$ cat config.mk
export PLATFORM = sky130hd
export DESIGN_NAME = serial_bit_feeder
export DESIGN_NICKNAME = d
export VERILOG_FILES = /design/src/rtl/serial_feeder_pkg.sv /design/src/rtl/bit_period_divider.sv /design/src/rtl/serial_bit_feeder.sv
export SDC_FILE = /design/constraint.sdc
export NUM_CORES = 1
export LEC_CHECK = 0
export ABC_AREA = 1
export ABC_CLOCK_PERIOD_IN_PS = 1220
export CAP_MARGIN = 20
export CELL_PAD_IN_SITES_DETAIL_PLACEMENT = 1
export CELL_PAD_IN_SITES_GLOBAL_PLACEMENT = 2
export CORE_ASPECT_RATIO = 1.25
export CORE_MARGIN = 1.5
export CORE_UTILIZATION = 31
export DETAILED_ROUTE_END_ITERATION = 7
export DONT_BUFFER_PORTS = 1
export GPL_TIMING_DRIVEN = 0
export HOLD_SLACK_MARGIN = 0.08
export PLACE_DENSITY = 0.73
export SLEW_MARGIN = 30
export SYNTH_ARGS = -nofsm -noshare
export SYNTH_HDL_FRONTEND = slang
export SYNTH_SLANG_ARGS = --single-unit
export TNS_END_PERCENT = 50
$ cat constraint.sdc
create_clock -name clk -period 1.22 [get_ports clk]
set_clock_uncertainty 0.05 [all_clocks]
set_input_delay 0.183 -clock clk [delete_from_list [all_inputs] [get_ports clk]]
set_output_delay 0.183 -clock clk [all_outputs]
set_load 0.02 [all_outputs]
$ cat src/rtl/serial_feeder_pkg.sv
// rtl/serial_feeder_pkg.sv - shared types and sizing helpers for the serial bit feeder
// Macro SERIAL_BIT_FEEDER_PARITY_EN adds one even-parity bit per word to NBITS.
package serial_feeder_pkg;

  localparam int STATE_W = 1;

  typedef enum logic [STATE_W-1:0] {
    IDLE  = 1'b0,
    SHIFT = 1'b1
  } state_e;

  function automatic int calc_nbits(input int width);
`ifdef SERIAL_BIT_FEEDER_PARITY_EN
    return width + 1;
`else
    return width;
`endif
  endfunction

endpackage

$ cat src/rtl/bit_period_divider.sv
// rtl/bit_period_divider.sv - counts 0..BIT_PERIOD-1 and flags the first/last cycle of a bit
// last_next_o looks one cycle ahead so callers can register outputs that depend on the wrap.
module bit_period_divider #(
  parameter int BIT_PERIOD = 1
) (
  input  logic clk_i,
  input  logic rst_i,
  input  logic clear_i,
  input  logic en_i,
  output logic first_o,
  output logic last_o,
  output logic last_next_o
);

  localparam int CNT_W = $clog2(BIT_PERIOD + 1);
  localparam logic [CNT_W-1:0] LAST_CNT = CNT_W'(BIT_PERIOD - 1);

  logic [CNT_W-1:0] div_cnt_q;
  logic [CNT_W-1:0] div_cnt_d;

  always_comb begin
    div_cnt_d = div_cnt_q;
    if (clear_i) begin
      div_cnt_d = '0;
    end else if (en_i) begin
      div_cnt_d = (div_cnt_q == LAST_CNT) ? '0 : div_cnt_q + CNT_W'(1);
    end
  end

  always_ff @(posedge clk_i or posedge rst_i) begin
    if (rst_i) begin
      div_cnt_q <= '0;
    end else begin
      div_cnt_q <= div_cnt_d;
    end
  end

  assign first_o     = (div_cnt_q == '0);
  assign last_o      = (div_cnt_q == LAST_CNT);
  assign last_next_o = (div_cnt_d == LAST_CNT);

endmodule

$ cat src/rtl/serial_bit_feeder.sv
// rtl/serial_bit_feeder.sv - serialises WIDTH-bit words onto bit_out/bit_en with zero-gap streaming
// Macro SERIAL_BIT_FEEDER_PARITY_EN appends an even-parity bit after the data bits.
module serial_bit_feeder
  import serial_feeder_pkg::*;
#(
  parameter int WIDTH      = 8,
  parameter int BIT_PERIOD = 1,
  parameter int MSB_FIRST  = 1
) (
  input  logic             clk,
  input  logic             reset,
  input  logic [WIDTH-1:0] in_data,
  input  logic             in_valid,
  output logic             in_ready,
  output logic             bit_out,
  output logic             bit_en,
  output logic             busy,
  output logic             frame_done
);

  localparam int NBITS  = calc_nbits(WIDTH);
  localparam int BCNT_W = $clog2(NBITS + 1);
  localparam logic [BCNT_W-1:0] LAST_BIT = BCNT_W'(NBITS - 1);

  state_e            state_q, state_d;
  logic [NBITS-1:0]  shreg_q, shreg_d, load_word, shifted;
  logic [BCNT_W-1:0] bit_cnt_q, bit_cnt_d;
  logic              bit_out_q, bit_en_q, busy_q, frame_done_q;
  logic              div_clear, div_en, div_first, div_last, div_last_next;
  logic              accept, head_d, bit_en_d, frame_done_d;

`ifdef SERIAL_BIT_FEEDER_PARITY_EN
  logic parity;
  assign parity    = ^in_data;
  assign load_word = (MSB_FIRST != 0) ? {in_data, parity} : {parity, in_data};
`else
  assign load_word = in_data;
`endif

  assign shifted = (MSB_FIRST != 0) ? {shreg_q[NBITS-2:0], 1'b0} : {1'b0, shreg_q[NBITS-1:1]};
  assign head_d  = (MSB_FIRST != 0) ? shreg_d[NBITS-1] : shreg_d[0];

  // frame_done_q marks the last cycle of a word, which is also the only SHIFT cycle open for a new word.
  assign in_ready = !reset && ((state_q == IDLE) || frame_done_q);
  assign accept   = in_valid && in_ready;

  bit_period_divider #(
    .BIT_PERIOD(BIT_PERIOD)
  ) u_div (
    .clk_i      (clk),
    .rst_i      (reset),
    .clear_i    (div_clear),
    .en_i       (div_en),
    .first_o    (div_first),
    .last_o     (div_last),
    .last_next_o(div_last_next)
  );

  always_comb begin
    state_d   = state_q;
    shreg_d   = shreg_q;
    bit_cnt_d = bit_cnt_q;
    div_clear = 1'b0;
    div_en    = 1'b0;
    case (state_q)
      IDLE: begin
        if (accept) begin
          shreg_d   = load_word;
          bit_cnt_d = '0;
          div_clear = 1'b1;
          state_d   = SHIFT;
        end
      end
      SHIFT: begin
        div_en = 1'b1;
        if (frame_done_q) begin
          div_clear = 1'b1;
          bit_cnt_d = '0;
          if (accept) begin
            shreg_d = load_word;
          end else begin
            shreg_d = '0;
            state_d = IDLE;
          end
        end else if (div_last) begin
          shreg_d   = shifted;
          bit_cnt_d = bit_cnt_q + BCNT_W'(1);
        end
      end
      default: state_d = IDLE;
    endcase
  end

  // Outputs are registered from next-state values so they line up with the state they describe.
  assign bit_en_d     = (state_d == SHIFT) &&
                        (div_clear || (div_en && div_last) || (!div_en && div_first));
  assign frame_done_d = (state_d == SHIFT) && (bit_cnt_d == LAST_BIT) && div_last_next;

  always_ff @(posedge clk or posedge reset) begin
    if (reset) begin
      state_q      <= IDLE;
      shreg_q      <= '0;
      bit_cnt_q    <= '0;
      bit_out_q    <= 1'b0;
      bit_en_q     <= 1'b0;
      busy_q       <= 1'b0;
      frame_done_q <= 1'b0;
    end else begin
      state_q      <= state_d;
      shreg_q      <= shreg_d;
      bit_cnt_q    <= bit_cnt_d;
      bit_out_q    <= (state_d == SHIFT) && head_d;
      bit_en_q     <= bit_en_d;
      busy_q       <= (state_d == SHIFT);
      frame_done_q <= frame_done_d;
    end
  end

  assign bit_out    = bit_out_q;
  assign bit_en     = bit_en_q;
  assign busy       = busy_q;
  assign frame_done = frame_done_q;

endmodule

## Word-level counts from Yosys, hierarchy flattened

Index checks and enable logic that the tools add are counted.

| storage, ports and cells | value |
|---|---|
| bits in registers | 17 |
| input port bits | 11 |
| output and inout port bits | 5 |
| word-level logic and storage cells | 48 |

| operators by class | value |
|---|---|
| add/subtract/negate cells | 2 |
| eq/ne operators | 3 |
| multiplexer cells | 18 |
| bitwise logic cells | 3 |
| reduce and logical (&&, ||, !) cells | 14 |

Operators by type and width:

| operator | count |
|---|---|
| $mux 8 | 4 |
| $pmux 8 s2 | 1 |
| $mux 4 | 3 |
| $logic_and 1x1->1 | 8 |
| $pmux 4 s2 | 1 |
| $mux 1 | 7 |
| $add 4x1->4 const B | 1 |
| $eq 4x3->1 const B | 1 |
| $pmux 1 s2 | 2 |
| $logic_or 1x1->1 | 3 |
| $ne 3x3->1 const B | 1 |
| $not 1->1 | 3 |
| $logic_not 1->1 | 2 |
| $ne 2x2->1 const B | 1 |
| $reduce_and 2->1 | 1 |
| $add 1x1->1 const B | 1 |

## Longest topological paths before layout

Gate-level depths: netlist of the first run.

| depth | value |
|---|---|
| word-level depth | 9 |
| mapped depth | 9 |
| depth with buffers taken out | 9 |

## Modules after synthesis

From an unflattened synthesis of the first run, not the netlist that was laid out.

| second synthesis, totals | value |
|---|---|
| cells, all modules | 110 |
| area total of the unflattened synthesis | 903.4 um2 |

By module, submodules not included:

| module | times used | cells an instance | area each (um2) | sequential area each (um2) |
|---|---|---|---|---|
| serial_bit_feeder | 1 | 101 | 842.1 | 400.4 |
| bit_period_divider | 1 | 9 | 61.3 | 25.0 |

## Least setup slack after synthesis of the first run

OpenSTA, ideal clock, no wires.

| timing path | value |
|---|---|
| path kind | reg2reg |
| start | register, netlist name busy |
| end | register shreg_q[1] |
| setup time | 69 ps |
| arrival time | 1233 ps |
| data required time | 1101 ps |
| slack | -132 ps |
| stages on the path, launching flop included | 6 |
| buffers on the path | 0 |
| clock period less this slack | 1352 ps |
| cells stage by stage | dfrtp_1 > nand2_4 > inv_2 > nor2_2 > nand3_1 > nand3_1 |

RTL lines:

| what | RTL line | RTL |
|---|---|---|
| end signal: assignment | serial_bit_feeder.sv:110 | `shreg_q <= shreg_d;` |
| end: declaration | serial_bit_feeder.sv:26 | `logic [NBITS-1:0] shreg_q, shreg_d, load_word, shifted;` |

==> results of run 1 <==
[kinds of logic after synthesis]
family,Yosys count,share of synthesized area (%)
compound gates,5,5.00
fa+ha+maj,1,1.47
buf+inv,15,6.91
flops,17,50.0
simple gates,65,36.6
[report_power, final]
part | switching (mW) | leakage, nW | internal, mW
registers | 0.198 | 0.215 | 0.772
clock network | 0.175 | 0.0150 | 0.127
logic | 0.757 | 0.312 | 0.544
total | 1.13 | 0.542 | 1.44
[path summary, 6_finish.rpt]
| check | end | start | slack, ns |
|---|---|---|---|
| min | shreg_q[0] | reset | 0.04 |
| max reg2reg | frame_done | busy | -0.18 |
| min reg2reg | shreg_q[0] | shreg_q[0] | 0.43 |
| max | in_ready | busy | -0.21 |
| min in group asynchronous | shreg_q[4] | reset | 0.07 |
| max in group asynchronous | frame_done | reset | 0.51 |
[synthesized netlist by cell type]
| master | n | share of area (%) |
|---|---|---|
| nand3_1 | 19 | 11 |
| nor2_2 | 2 | 1.5 |
| clkinv_2 | 1 | 0.59 |
| nand4_1 | 1 | 0.74 |
| o21ai_4 | 1 | 1.9 |
| nand3_4 | 1 | 2.1 |
| inv_2 | 6 | 2.6 |
| nand2_2 | 3 | 2.2 |
| nand2_4 | 1 | 1.3 |
| buf_2 | 1 | 0.59 |
| a21boi_2 | 1 | 1.3 |
| o21ai_0 | 3 | 1.8 |
| ha_1 | 1 | 1.5 |
| dfrtp_1 | 17 | 50 |
| inv_1 | 7 | 3.1 |
| nor2_4 | 1 | 1.3 |
| nand2_1 | 33 | 15 |
| nor2_1 | 4 | 1.8 |
[state kept, by name, indices dropped and copies added (netlist names)]
register / flops
shreg_q: 8
bit_cnt_q: 4
bit_en: 1
bit_out: 1
busy: 1
frame_done: 1
u_div.div_cnt_q: 1
[critical path, delay by kind of cell, from the launching register on]
kind	cells	cell delay, ns
AND/OR/NAND/NOR	2	0.37
buffers and inverters	1	0.04
flip-flops	1	0.49
[area by class of cell]
cell class | count | area, um2
Fill cell | 338 | 1570
Sequential cell | 17 | 428
Multi-Input combinational cell | 71 | 379
Timing Repair Buffer | 16 | 143
Inverter | 14 | 60.1
Tap cell | 34 | 42.5
Clock buffer | 4 | 26.3
Buffer | 1 | 5.00
[layer usage]
| metal | vias up | wire length, um | track usage [%] |
|---|---|---|---|
| met2 | 13 | 1080 | 28.8 |
| met3 | 4 | 54 | 2.91 |
| met4 | 0 | 19 | 4.76 |
| met5 | - | 0 | 0 |
| li1 | 365 | - | - |
| met1 | 362 | 818 | 17.1 |
[stage by stage]
stage	total power, mW	utilization (%)
after floorplan	1.81	-
after global placement	2.03	34.3
after detailed placement	2.07	34.3
after CTS	2.63	40.7
after global routing	2.83	40.8
final	2.57	40.8
[what timing repair did]
| action | CTS | global route |
|---|---|---|
| pin swaps | 3 | 6 |
| hold endpoints to repair | 24 | 3 |
| setup buffers | 8 | 0 |
| endpoints found under the setup margin | 12 | 19 |
| gates resized for setup | 2 | 1 |
==> metrics.cfg, run 1 <==
[run_status]
status=finished with violations
violations=setup timing

[route]
drtPass1Iterations=3
postRouteAntennaNets=0
wl_per_cell_um=12.5
num_vias=744
drc_errors=0
routed_wl_um=1970
via_per_inst=4.74
drt_iter0_markers=3

[synth]
avgSynthCellArea_um2=8.26
netlist_area_um2=851
ys_seq_area_share_pct=50.0
synth_nets=115
yosysUniqueCellTypes=18
ys_warn_count=0
synthesis.instances=103
synth_seq_cells=17

[job]
maxCapViolCount=0

[sta]
finalSetupTns_ns=-1.75
whs_ns=0.0445
rsz0062_at_grt=true
worst_pin_slew_ns=0.797
fin_ws_ns=-0.207
setup_viol=13
finalHoldViolCount=0
fin_crit_ns=1.43
slew_violations=0
finalCritPeriodShare_pct=117
slew_headroom_pct=46.9
fmax_mhz=701

[min_path]
min_delay_path_depth=3
hp-class=in -> reg

[worst_setup_path]
critPathMaxFanout=8
crit_slowest_cell=dfrtp_2
end_kind=output port
worstPathCellList=nand2_4 -> inv_4 -> nor2_4
worstPathRequired_ns=0.99
arrival_ns=1.19
r2r_cells=9
path_class=reg -> out
cp-start-kind=register
slowest_delay_ns=0.49

[layout]
drive_above_1_share_pct=26.8
final_cell_count_no_fill=157
fin_area_mm2=0.00108
final_cell_mix=nand2_1, nand3_1, dfrtp_1, buf_4, dlygate4sd3_1
antenna_cells=0
syn_to_final_growth_pct=27.4
fin_nets=136
final_common_cell=nand2_1

[global_route]
grt_max_degree=18
grt_overflow=0
grt_util_all_layers_pct=15.1
grt_pass1_vias=814
grt_pass1_wl_um=3450
antenna_found_initial=0

[clocking]
cts.reportedPaths.clkPinSlew_ns=0.10
clk_latency_ns=0.29
ctsHoldBuffers=8
cts_tree=yes
htree_levels=1
cts_buffer_depth=2
cts.sinks=17
cts-root-buf=clkbuf_4
cts_made_buffers=3

[die]
die_w_um=49.9
io_pins=16
std_cell_rows=21
die_h_um=61.6
initial_core_util_pct=32.1
die-area_mm2=0.00307
coreArea_mm2=0.00265

[placement]
hpwl_um=1380
dp_slack_ns=-0.228
gp_congestion=0.749
portBuffers=0
postPlaceCellArea_um2=910
placed_cells=137

[power_and_ir_drop]
ir_worst_vdd_uv=836
p_per_area_mw_per_mm2=2370
p_leak_nw=0.542

Power figures use the tool's default switching activity.
==> inputs of run 2 (changes only) <==
--- a/config.mk
+++ b/config.mk
@@ -18,7 +18,6 @@
 export GPL_TIMING_DRIVEN = 0
 export HOLD_SLACK_MARGIN = 0.08
 export PLACE_DENSITY = 0.73
-export SLEW_MARGIN = 30
 export SYNTH_ARGS = -nofsm -noshare
 export SYNTH_HDL_FRONTEND = slang
 export SYNTH_SLANG_ARGS = --single-unit
==> results of run 2 <==
Same layout as run 1: the final DEF is identical, and so are final timing and power.
==> inputs of run 3 (changes only) <==
--- a/config.mk
+++ b/config.mk
@@ -18,6 +18,7 @@
 export GPL_TIMING_DRIVEN = 0
 export HOLD_SLACK_MARGIN = 0.08
 export PLACE_DENSITY = 0.73
+export SLEW_MARGIN = 20
 export SYNTH_ARGS = -nofsm -noshare
 export SYNTH_HDL_FRONTEND = slang
 export SYNTH_SLANG_ARGS = --single-unit
==> results of run 3 <==
Same layout as run 1: the final DEF is identical, and so are final timing and power.
